File: src/rtl/apmu_ibex_pkg.sv
// Shared types for the PMU-enabled core: RF write-port source encoding and
// the PMC starvation-guard state machine.
package apmu_ibex_pkg;

   typedef enum logic [1:0] {
      RF_SRC_NONE,
      RF_SRC_ID,
      RF_SRC_LSU,
      RF_SRC_PMC
   } rf_wr_src_e;

   typedef enum logic [1:0] {
      ARB_IDLE,
      ARB_WAIT,
      ARB_FORCE
   } arb_state_e;

   localparam int unsigned RegAddrW = 5;
   localparam int unsigned RegDataW = 32;

endpackage

File: src/rtl/apmu_ibex_pmc_wr_fifo.sv
// PMC write queue: storage, per-entry live bits, pointers and occupancy count,
// squash-by-address, head pop and read-address compare for hazard detection.
module apmu_ibex_pmc_wr_fifo
   import apmu_ibex_pkg::*;
#(
   parameter int unsigned FifoDepth = 2
) (
   input  logic                         clk_i,
   input  logic                         rst_i,
   input  logic                         push_i,
   input  logic [RegAddrW-1:0]          push_addr_i,
   input  logic [RegDataW-1:0]          push_data_i,
   input  logic                         port_free_i,
   input  logic                         squash_i,
   input  logic [RegAddrW-1:0]          squash_addr_i,
   input  logic [RegAddrW-1:0]          rs1_addr_i,
   input  logic [RegAddrW-1:0]          rs2_addr_i,
   output logic                         head_live_o,
   output logic [RegAddrW-1:0]          head_addr_o,
   output logic [RegDataW-1:0]          head_data_o,
   output logic                         full_o,
   output logic [$clog2(FifoDepth):0]   count_o,
   output logic                         live_any_next_o,
   output logic                         rs_match_o
);

   localparam int unsigned PtrW = $clog2(FifoDepth);

   logic [RegAddrW-1:0]  addr_q [FifoDepth];
   logic [RegDataW-1:0]  data_q [FifoDepth];
   logic [FifoDepth-1:0] live_q, live_d;
   logic [PtrW-1:0]      wr_ptr_q, rd_ptr_q;
   logic [PtrW:0]        count_q;
   logic                 pop;

   assign head_live_o     = live_q[rd_ptr_q];
   assign head_addr_o     = addr_q[rd_ptr_q];
   assign head_data_o     = data_q[rd_ptr_q];
   assign full_o          = (count_q == (PtrW+1)'(FifoDepth));
   assign count_o         = count_q;
   assign live_any_next_o = |live_d;

   // A dead head leaves at once; a live head only when the port is free.
   assign pop = (count_q != '0) && (!head_live_o || port_free_i);

   always_comb begin
      live_d     = live_q;
      rs_match_o = 1'b0;
      for (int i = 0; i < FifoDepth; i++) begin
         if (live_q[i] && ((addr_q[i] == rs1_addr_i) || (addr_q[i] == rs2_addr_i))) begin
            rs_match_o = 1'b1;
         end
         if (squash_i && live_q[i] && (addr_q[i] == squash_addr_i)) begin
            live_d[i] = 1'b0;
         end
      end
      if (pop) live_d[rd_ptr_q] = 1'b0;
      if (push_i) live_d[wr_ptr_q] = 1'b1;
   end

   always_ff @(posedge clk_i) begin
      if (rst_i) begin
         wr_ptr_q <= '0;
         rd_ptr_q <= '0;
         count_q  <= '0;
         live_q   <= '0;
      end else begin
         live_q <= live_d;
         if (push_i) wr_ptr_q <= wr_ptr_q + PtrW'(1);
         if (pop) rd_ptr_q <= rd_ptr_q + PtrW'(1);
         case ({push_i, pop})
            2'b10:   count_q <= count_q + (PtrW+1)'(1);
            2'b01:   count_q <= count_q - (PtrW+1)'(1);
            default: count_q <= count_q;
         endcase
      end
   end

   always_ff @(posedge clk_i) begin
      if (push_i) begin
         addr_q[wr_ptr_q] <= push_addr_i;
         data_q[wr_ptr_q] <= push_data_i;
      end
   end

   a_enq_ready: assert property (@(posedge clk_i) disable iff (rst_i) push_i |-> !full_o);

endmodule

File: src/rtl/apmu_ibex_rf_wr_arbiter.sv
// RF write-port arbiter (ID > LSU > queued PMC). The optional starvation guard
// that stalls ID/EX to force a PMC slot is enabled by APMU_RF_ARB_STARVE_EN.
module apmu_ibex_rf_wr_arbiter
   import apmu_ibex_pkg::*;
#(
   parameter int unsigned FifoDepth = 2,
   parameter int unsigned MaxStall  = 8
) (
   input  logic                       clk_i,
   input  logic                       rst_i,
   input  logic                       id_we_i,
   input  logic [4:0]                 id_waddr_i,
   input  logic [31:0]                id_wdata_i,
   input  logic                       lsu_we_i,
   input  logic [4:0]                 lsu_waddr_i,
   input  logic [31:0]                lsu_wdata_i,
   input  logic                       pmc_valid_i,
   output logic                       pmc_ready_o,
   input  logic [4:0]                 pmc_waddr_i,
   input  logic [31:0]                pmc_wdata_i,
   output logic                       rf_we_o,
   output logic [4:0]                 rf_waddr_o,
   output logic [31:0]                rf_wdata_o,
   output rf_wr_src_e                 rf_wr_src_o,
   input  logic [4:0]                 rs1_addr_i,
   input  logic [4:0]                 rs2_addr_i,
   output logic                       rd_hazard_o,
   output logic                       stall_id_o,
   output logic [$clog2(FifoDepth):0] pmc_pending_o,
   output logic                       collision_err_o
);

   // PMC handshake: a request transfers in any cycle where pmc_valid_i and
   // pmc_ready_o are both high; valid may drop or change only after transfer.
   logic        push, port_free, full, head_live, live_any_next, rs_match;
   logic [4:0]  head_addr;
   logic [31:0] head_data;

   assign port_free   = !id_we_i && !lsu_we_i;
   assign pmc_ready_o = !full;
   assign push        = pmc_valid_i && pmc_ready_o && (pmc_waddr_i != 5'd0);
   assign rd_hazard_o = rs_match ||
                        (push && ((pmc_waddr_i == rs1_addr_i) || (pmc_waddr_i == rs2_addr_i)));

   apmu_ibex_pmc_wr_fifo #(.FifoDepth(FifoDepth)) u_fifo (
      .clk_i           (clk_i),
      .rst_i           (rst_i),
      .push_i          (push),
      .push_addr_i     (pmc_waddr_i),
      .push_data_i     (pmc_wdata_i),
      .port_free_i     (port_free),
      .squash_i        (id_we_i || lsu_we_i),
      .squash_addr_i   (id_we_i ? id_waddr_i : lsu_waddr_i),
      .rs1_addr_i      (rs1_addr_i),
      .rs2_addr_i      (rs2_addr_i),
      .head_live_o     (head_live),
      .head_addr_o     (head_addr),
      .head_data_o     (head_data),
      .full_o          (full),
      .count_o         (pmc_pending_o),
      .live_any_next_o (live_any_next),
      .rs_match_o      (rs_match)
   );

   always_comb begin
      rf_wr_src_o = RF_SRC_NONE;
      rf_waddr_o  = '0;
      rf_wdata_o  = '0;
      if (id_we_i) begin
         rf_wr_src_o = RF_SRC_ID;
         rf_waddr_o  = id_waddr_i;
         rf_wdata_o  = id_wdata_i;
      end else if (lsu_we_i) begin
         rf_wr_src_o = RF_SRC_LSU;
         rf_waddr_o  = lsu_waddr_i;
         rf_wdata_o  = lsu_wdata_i;
      end else if (head_live) begin
         rf_wr_src_o = RF_SRC_PMC;
         rf_waddr_o  = head_addr;
         rf_wdata_o  = head_data;
      end
   end

   assign rf_we_o = (rf_wr_src_o != RF_SRC_NONE);

   always_ff @(posedge clk_i) begin
      if (rst_i) collision_err_o <= 1'b0;
      else if (id_we_i && lsu_we_i) collision_err_o <= 1'b1;
   end

`ifdef APMU_RF_ARB_STARVE_EN
   localparam int unsigned CntW = $clog2(MaxStall + 1);

   arb_state_e      state_q, state_d;
   logic [CntW-1:0] cnt_q, cnt_d;
   logic            drain;

   assign drain      = head_live && port_free;
   assign stall_id_o = (state_q == ARB_FORCE);

   always_comb begin
      state_d = state_q;
      cnt_d   = cnt_q;
      case (state_q)
         ARB_IDLE: begin
            if (head_live && live_any_next) state_d = ARB_WAIT;
         end
         ARB_WAIT: begin
            if (!live_any_next) begin
               state_d = ARB_IDLE;
               cnt_d   = '0;
            end else if (drain) begin
               cnt_d   = '0;
            end else if (cnt_q == CntW'(MaxStall)) begin
               state_d = ARB_FORCE;
            end else if (head_live) begin
               cnt_d   = cnt_q + CntW'(1);
            end
         end
         ARB_FORCE: begin
            if (!live_any_next) begin
               state_d = ARB_IDLE;
               cnt_d   = '0;
            end else if (drain) begin
               state_d = ARB_WAIT;
               cnt_d   = '0;
            end
         end
         default: begin
            state_d = ARB_IDLE;
            cnt_d   = '0;
         end
      endcase
   end

   always_ff @(posedge clk_i) begin
      if (rst_i) begin
         state_q <= ARB_IDLE;
         cnt_q   <= '0;
      end else begin
         state_q <= state_d;
         cnt_q   <= cnt_d;
      end
   end
`else
   logic unused_live_any;
   assign unused_live_any = live_any_next;
   assign stall_id_o      = 1'b0;
`endif

   a_one_src: assert property (@(posedge clk_i) disable iff (rst_i)
      rf_we_o |-> $onehot({rf_wr_src_o == RF_SRC_ID, rf_wr_src_o == RF_SRC_LSU,
                           rf_wr_src_o == RF_SRC_PMC}));
   a_params: assert property (@(posedge clk_i) (MaxStall >= 1) && (FifoDepth >= 2));

endmodule

File: config.mk
export PLATFORM = sky130hd
export DESIGN_NAME = apmu_ibex_rf_wr_arbiter
export DESIGN_NICKNAME = d
export VERILOG_FILES = /design/src/rtl/apmu_ibex_pkg.sv /design/src/rtl/apmu_ibex_pmc_wr_fifo.sv /design/src/rtl/apmu_ibex_rf_wr_arbiter.sv
export SDC_FILE = /design/constraint.sdc
export NUM_CORES = 1
export LEC_CHECK = 0
export ABC_AREA = 1
export BUFFER_PORTS_ARGS = -buffer_cell sky130_fd_sc_hd__buf_2
export CORE_MARGIN = 1.5
export CORE_UTILIZATION = 50
export DETAILED_ROUTE_END_ITERATION = 8
export PLACE_DENSITY = 0.86
export SYNTH_ARGS = -nofsm -noshare
export SYNTH_HDL_FRONTEND = slang
export SYNTH_HIERARCHICAL = 1
export SYNTH_SLANG_ARGS = --single-unit
File: constraint.sdc
create_clock -name clk_i -period 3.6 [get_ports clk_i]
set_input_delay 0.36 -clock clk_i [delete_from_list [all_inputs] [get_ports clk_i]]
set_output_delay 0.36 -clock clk_i [all_outputs]
set_load 0.1 [all_outputs]
=== Word-level counts from Yosys, hierarchy flattened ===
Memories as Yosys holds them, arrays and structs flattened. A register that Yosys moved wholly into a read port is not among the register bits.
Cells that the tools add are included.
W data, S select, Z words.

* Register bits after elaboration: 7
* Latch bits: 0
* Bits in writable memories: 74
* ROM bits: 0
* Input bits: 126
* Output and inout port bits: 46
* Word-level logic and storage cells: 86
* Memories kept: 2

{| class="wikitable"
|+ Memories
! memory !! depth !! bits a word !! rd ports !! clocked after Yosys merged registers in !! wr ports !! line !! RTL
|-
| u_fifo.data_q || 2 || 32 || 1 || 1 || 1 || apmu_ibex_pmc_wr_fifo.sv:30 || <nowiki>logic [RegDataW-1:0] data_q [FifoDepth];</nowiki>
|-
| u_fifo.addr_q || 2 || 5 || 3 || 1 || 1 || apmu_ibex_pmc_wr_fifo.sv:29 || <nowiki>logic [RegAddrW-1:0] addr_q [FifoDepth];</nowiki>
|}

* Add/sub/neg operators: 4
* Multiply operators: 0
* Divide/modulo/power cells: 0
* $lt $le $gt $ge: 4
* Equal/unequal tests: 11
* Shifts and indexed selects: 0
* Muxes and demuxes: 29
* Bitwise gates (word level): 3
* Reductions and logical operators: 28

{| class="wikitable"
|+ Operators with widths
! kind !! count
|-
| $mux W32 || 3
|-
| $eq A5 B5 Y1 || 8
|-
| $mux W5 || 4
|-
| $logic_and A1 B1 Y1 || 14
|-
| $mux W1 || 14
|-
| $mux W2 || 5
|-
| $logic_or A1 B1 Y1 || 6
|-
| $reduce_bool A2 Y1 || 3
|-
| $reduce_bool A5 Y1 || 1
|-
| $eq A2 B2 Y1 const B || 2
|-
| $logic_not A1 Y1 || 4
|-
| $lt A1 B2 Y1 const B || 2
|-
| $pmux W2 S2 || 1
|-
| $add A1 B1 Y1 const B || 2
|-
| $add A2 B1 Y2 const B || 1
|-
| $and A2 B2 Y2 || 1
|-
| $demux W1 S1 || 2
|-
| $eq A2 B1 Y1 const B || 1
|-
| $ge A1 B1 Y1 const B || 2
|-
| $not A2 Y2 || 1
|-
| $or A2 B2 Y2 || 1
|-
| $sub A2 B1 Y2 const B || 1
|}

=== Depth between registers and ports, before layout ===
* Depth in word-level cells: 9
* Mapped depth: 12

=== By module ===
The synthesis kept the hierarchy.

{| class="wikitable"
|+ Modules (own cells, without submodules)
! module !! times used !! cells an instance !! area an instance (sq um) !! sequential area each (sq um)
|-
| apmu_ibex_pmc_wr_fifo || 1 || 271 || 3488.3 || 2362.3
|-
| apmu_ibex_rf_wr_arbiter || 1 || 201 || 1182.4 || 20.0
|}

=== Least setup slack after synthesis ===
Ideal clock, no wire load.

* Path type: register -> register
* Start point: register u_fifo.count_q[0] (netlist: u_fifo/count_o[0])
* End point: memory u_fifo.addr_q[0][0], enable pin
* Library setup time: 435 ps
* Arrival time: 3721 ps
* Data required time: 3165 ps
* Path slack: -556 ps
* Stages on the path, launching flop included: 7
* Path buffers: 0
* Clock period less this slack: 4156 ps
* Cells stage by stage: dfxtp_1 -> nor2_1 -> inv_1 -> nand3_1 -> inv_1 -> inv_1 -> nor2_1

* Longest elaborated chain between the ends: 6

{| class="wikitable"
|+ Ends and longest elaborated chain
! item !! line !! RTL
|-
| start: declaration || apmu_ibex_pmc_wr_fifo.sv:33 || <nowiki>logic [PtrW:0] count_q;</nowiki>
|-
| start signal: assignment || apmu_ibex_pmc_wr_fifo.sv:72 || <nowiki>2'b10: count_q <= count_q + (PtrW+1)'(1);</nowiki>
|-
| start signal: assignment || apmu_ibex_pmc_wr_fifo.sv:73 || <nowiki>2'b01: count_q <= count_q - (PtrW+1)'(1);</nowiki>
|-
| start signal: assignment || apmu_ibex_pmc_wr_fifo.sv:74 || <nowiki>default: count_q <= count_q;</nowiki>
|-
| $eq A2 B2 Y1 || apmu_ibex_pmc_wr_fifo.sv:39 || <nowiki>assign full_o = (count_q == (PtrW+1)'(FifoDepth));</nowiki>
|-
| via full || apmu_ibex_rf_wr_arbiter.sv:35 || <nowiki>logic push, port_free, full, head_live, live_any_next, rs_match;</nowiki>
|-
| $logic_not A1 Y1 || apmu_ibex_rf_wr_arbiter.sv:40 || <nowiki>assign pmc_ready_o = !full;</nowiki>
|-
| via pmc_ready_o || apmu_ibex_rf_wr_arbiter.sv:18 || <nowiki>output logic pmc_ready_o,</nowiki>
|-
| $logic_and A1 B1 Y1 (2 in series) || apmu_ibex_rf_wr_arbiter.sv:41 || <nowiki>assign push = pmc_valid_i && pmc_ready_o && (pmc_waddr_i != 5'd0);</nowiki>
|-
| via push || apmu_ibex_rf_wr_arbiter.sv:35 ||
|-
| $mux W1 || apmu_ibex_pmc_wr_fifo.sv:80 || <nowiki>if (push_i) begin</nowiki>
|-
| $mux W1 (implied by the code) || apmu_ibex_pmc_wr_fifo.sv:81 || <nowiki>addr_q[wr_ptr_q] <= push_addr_i;</nowiki>
|-
| end: declaration || apmu_ibex_pmc_wr_fifo.sv:29 ||
|}

The timed path passes the listed nets, and every way through them passes these cells.

=== Worst setup path after layout ===
* Start point: register u_fifo.rd_ptr_q
* End point: output port rf_waddr_o[2]

* Longest elaborated chain between the ends: 5

{| class="wikitable"
|+ Ends and longest elaborated chain
! item !! line !! RTL
|-
| start: declaration || apmu_ibex_pmc_wr_fifo.sv:32 || <nowiki>logic [PtrW-1:0] wr_ptr_q, rd_ptr_q;</nowiki>
|-
| start signal: assignment || apmu_ibex_pmc_wr_fifo.sv:70 || <nowiki>if (pop) rd_ptr_q <= rd_ptr_q + PtrW'(1);</nowiki>
|-
| $mux W1 (implied by the code) (2 in series) || apmu_ibex_pmc_wr_fifo.sv:36 || <nowiki>assign head_live_o = live_q[rd_ptr_q];</nowiki>
|-
| via head_live || apmu_ibex_rf_wr_arbiter.sv:35 ||
|-
| $mux W5 || apmu_ibex_rf_wr_arbiter.sv:77 || <nowiki>end else if (head_live) begin</nowiki>
|-
| $mux W5 || apmu_ibex_rf_wr_arbiter.sv:73 || <nowiki>end else if (lsu_we_i) begin</nowiki>
|-
| $mux W5 || apmu_ibex_rf_wr_arbiter.sv:69 || <nowiki>if (id_we_i) begin</nowiki>
|-
| end: declaration || apmu_ibex_rf_wr_arbiter.sv:22 || <nowiki>output logic [4:0] rf_waddr_o,</nowiki>
|}

The timed path passes the listed nets, and every way through them passes these cells. The select of a mux whose other input is x is not followed.

==> impl_metrics.ini <==
[run_status]
status = finished, final reports clean

[global_route]
grt_usage_pct = 22.4
grt_pass1_vias = 3763
grt_pass1_wl_mm = 17.2
overflow = 0
grt_start_max_net_pins = 43
antenna_found_initial = 1

[job]
cap_violations = 0

[setup_path]
start_kind = flop
cp.required_ps = 3240
r2r-start = u_fifo/count_o[0]
critPathKind = reg2out
critical_path.startpoint = u_fifo/rd_ptr_q
worstPathArrival_ps = 2440
endpoint_kind = output port
cp_max_fo = 37

[floorplan]
start_util_pct = 52.2
ioPinCount = 172
die_w_um = 99.1
dieHeight_um = 99.1
rows = 34
dieArea_um2 = 9820
core_um2 = 8850

[drt]
dr.pass1.iters = 4
drc = 0
vias = 3885
via_per_inst = 5.29
ant_nets = 0
dr.first_iter.drc_count = 184
wl_per_cell_um = 14.5
wl_mm = 10.7

[sta]
fmax_mhz = 357
setup_viol = 0
skew_ps = 11.9
slew_headroom_pct = 33.8
fin_ws_ps = 799
slew_violations = 0
timing.setup.tns_ps = 0
worst_slew_pin_slew_ps = 993
rsz0062_at_grt = no
hold_viol_final = 0
fin_crit_ps = 2800
period_share_pct = 77.8

[hold_path]
hp-start = pmc_wdata_i[8]
min_path_type = in2reg

[synth]
synth_area_per_cell_um2 = 10.1
syn-num-nets = 586
syn-cell-area_um2 = 4620
synth_warnings = 6
synthCells = 459

[clock_network]
clk_latency_ps = 340
post-cts-setup-buffer-count = 0
clk_pin_slew_ps = 80
h-tree-depth = 3
clock-sinks = 82
ctsResizeCount = 0
cts_hold_buf = 0
clockBufferDepth = 2
cts_tree = done
cts_buffers = 9
ctsRootBufferMaster = clkbuf_8

[finish]
drive_above_1_share_pct = 41.8
multi_input_area_um2 = 1920
seqCellArea_um2 = 2380
n_antenna_cell = 0
nets = 749
syn_to_final_growth_pct = 23.7
fillers = 697

[place]
place_ws_ps = 996
hpwl_mm = 7.81
routabilityCongestion = 0.837
io_buffers = 170

[pwr]
power.leakage_uw = 0.00254
peakVddDrop_mv = 0.556
powerDensity_nw_per_um2 = 613
finalPower_uw = 3500
-- layout make-up --
class / count / share of cell area [%]
inverters: 44 / 2.89
repair buffers: 174 / 15.4
well taps: 108 / 2.37
flip-flops and latches: 82 / 41.7
clock buffers: 12 / 2.72
multi-input cells: 311 / 33.5
clock inverters: 4 / 1.31
-- cell usage in the layout (no fill, tap or decap), drive strengths merged --
cell and count:
xor2 16, ha 1, nand2 113, edfxtp 74, o311ai 1, clkinvlp 2, conb 1, xnor2 6
a22oi 32, clkbuf 12, and2 2, mux2 32, dfxtp 8, inv 44, nor3 4, bufinv 2
nor3b 2, a32o 3, o211ai 1, nor2 35, a21oi 6, o21ai 38, nand3 18, buf 174
-- worst max-delay path: stages, from the launching register on --
cell and delay (ps):
dfxtp_1 380, inv_1 70, nand2_1 70, and2_1 110, inv_1 110, nor2_8 530
nand3_1 150, o211ai_1 160, buf_2 480
-- metal layers --
metal  track usage, %  part of all wire (%)  wire length, um  vias to the layer above
li1                 -                     -                -                     1902
met1             26.3                    39             4210                     1821
met2             40.1                    51             5490                      143
met3             5.48                   6.9              738                       19
met4             8.02                   2.3              246                        0
met5                0                     0                0                        -
-- power breakdown --
part	internal, uW	leakage (uW)	switching, uW
sequential	1190	0.000757	130
combinational	412	0.00167	1030
clock	429	0.000109	316
-- final timing paths --
path              cells past startpoint                   end  slack (ps)
setup / recovery                      8         rf_waddr_o[2]         800
hold / removal                        1   u_fifo/data_q[1][8]         200
setup reg to reg                      7  u_fifo/data_q[0][20]        1800
hold reg to reg                       2      u_fifo/live_q[0]         510
-- per-stage QoR --
step / hold slack, ps / std cells / utilization [%] / instance area [um^2]
final: 200 / 735 / 64.5 / 5710
after global placement: 456 / 719 / 61.9 / 5480
after CTS: 178 / 735 / 64.5 / 5710
after global routing: 176 / 735 / 64.5 / 5710
after detailed placement: 481 / 719 / 61.9 / 5480
after floorplan: 429 / 459 / - / 4620
-- flip-flops by register name, summed over array words and instances (netlist names), named ones only --
signal	flops
u_fifo/data_q	64
u_fifo/rd_ptr_q	1
u_fifo/addr_q	10
u_fifo/count_o	2
collision_err_o	1
u_fifo/wr_ptr_q	1
u_fifo/live_q	2
Note: power is estimated with default switching activity, not from simulation.
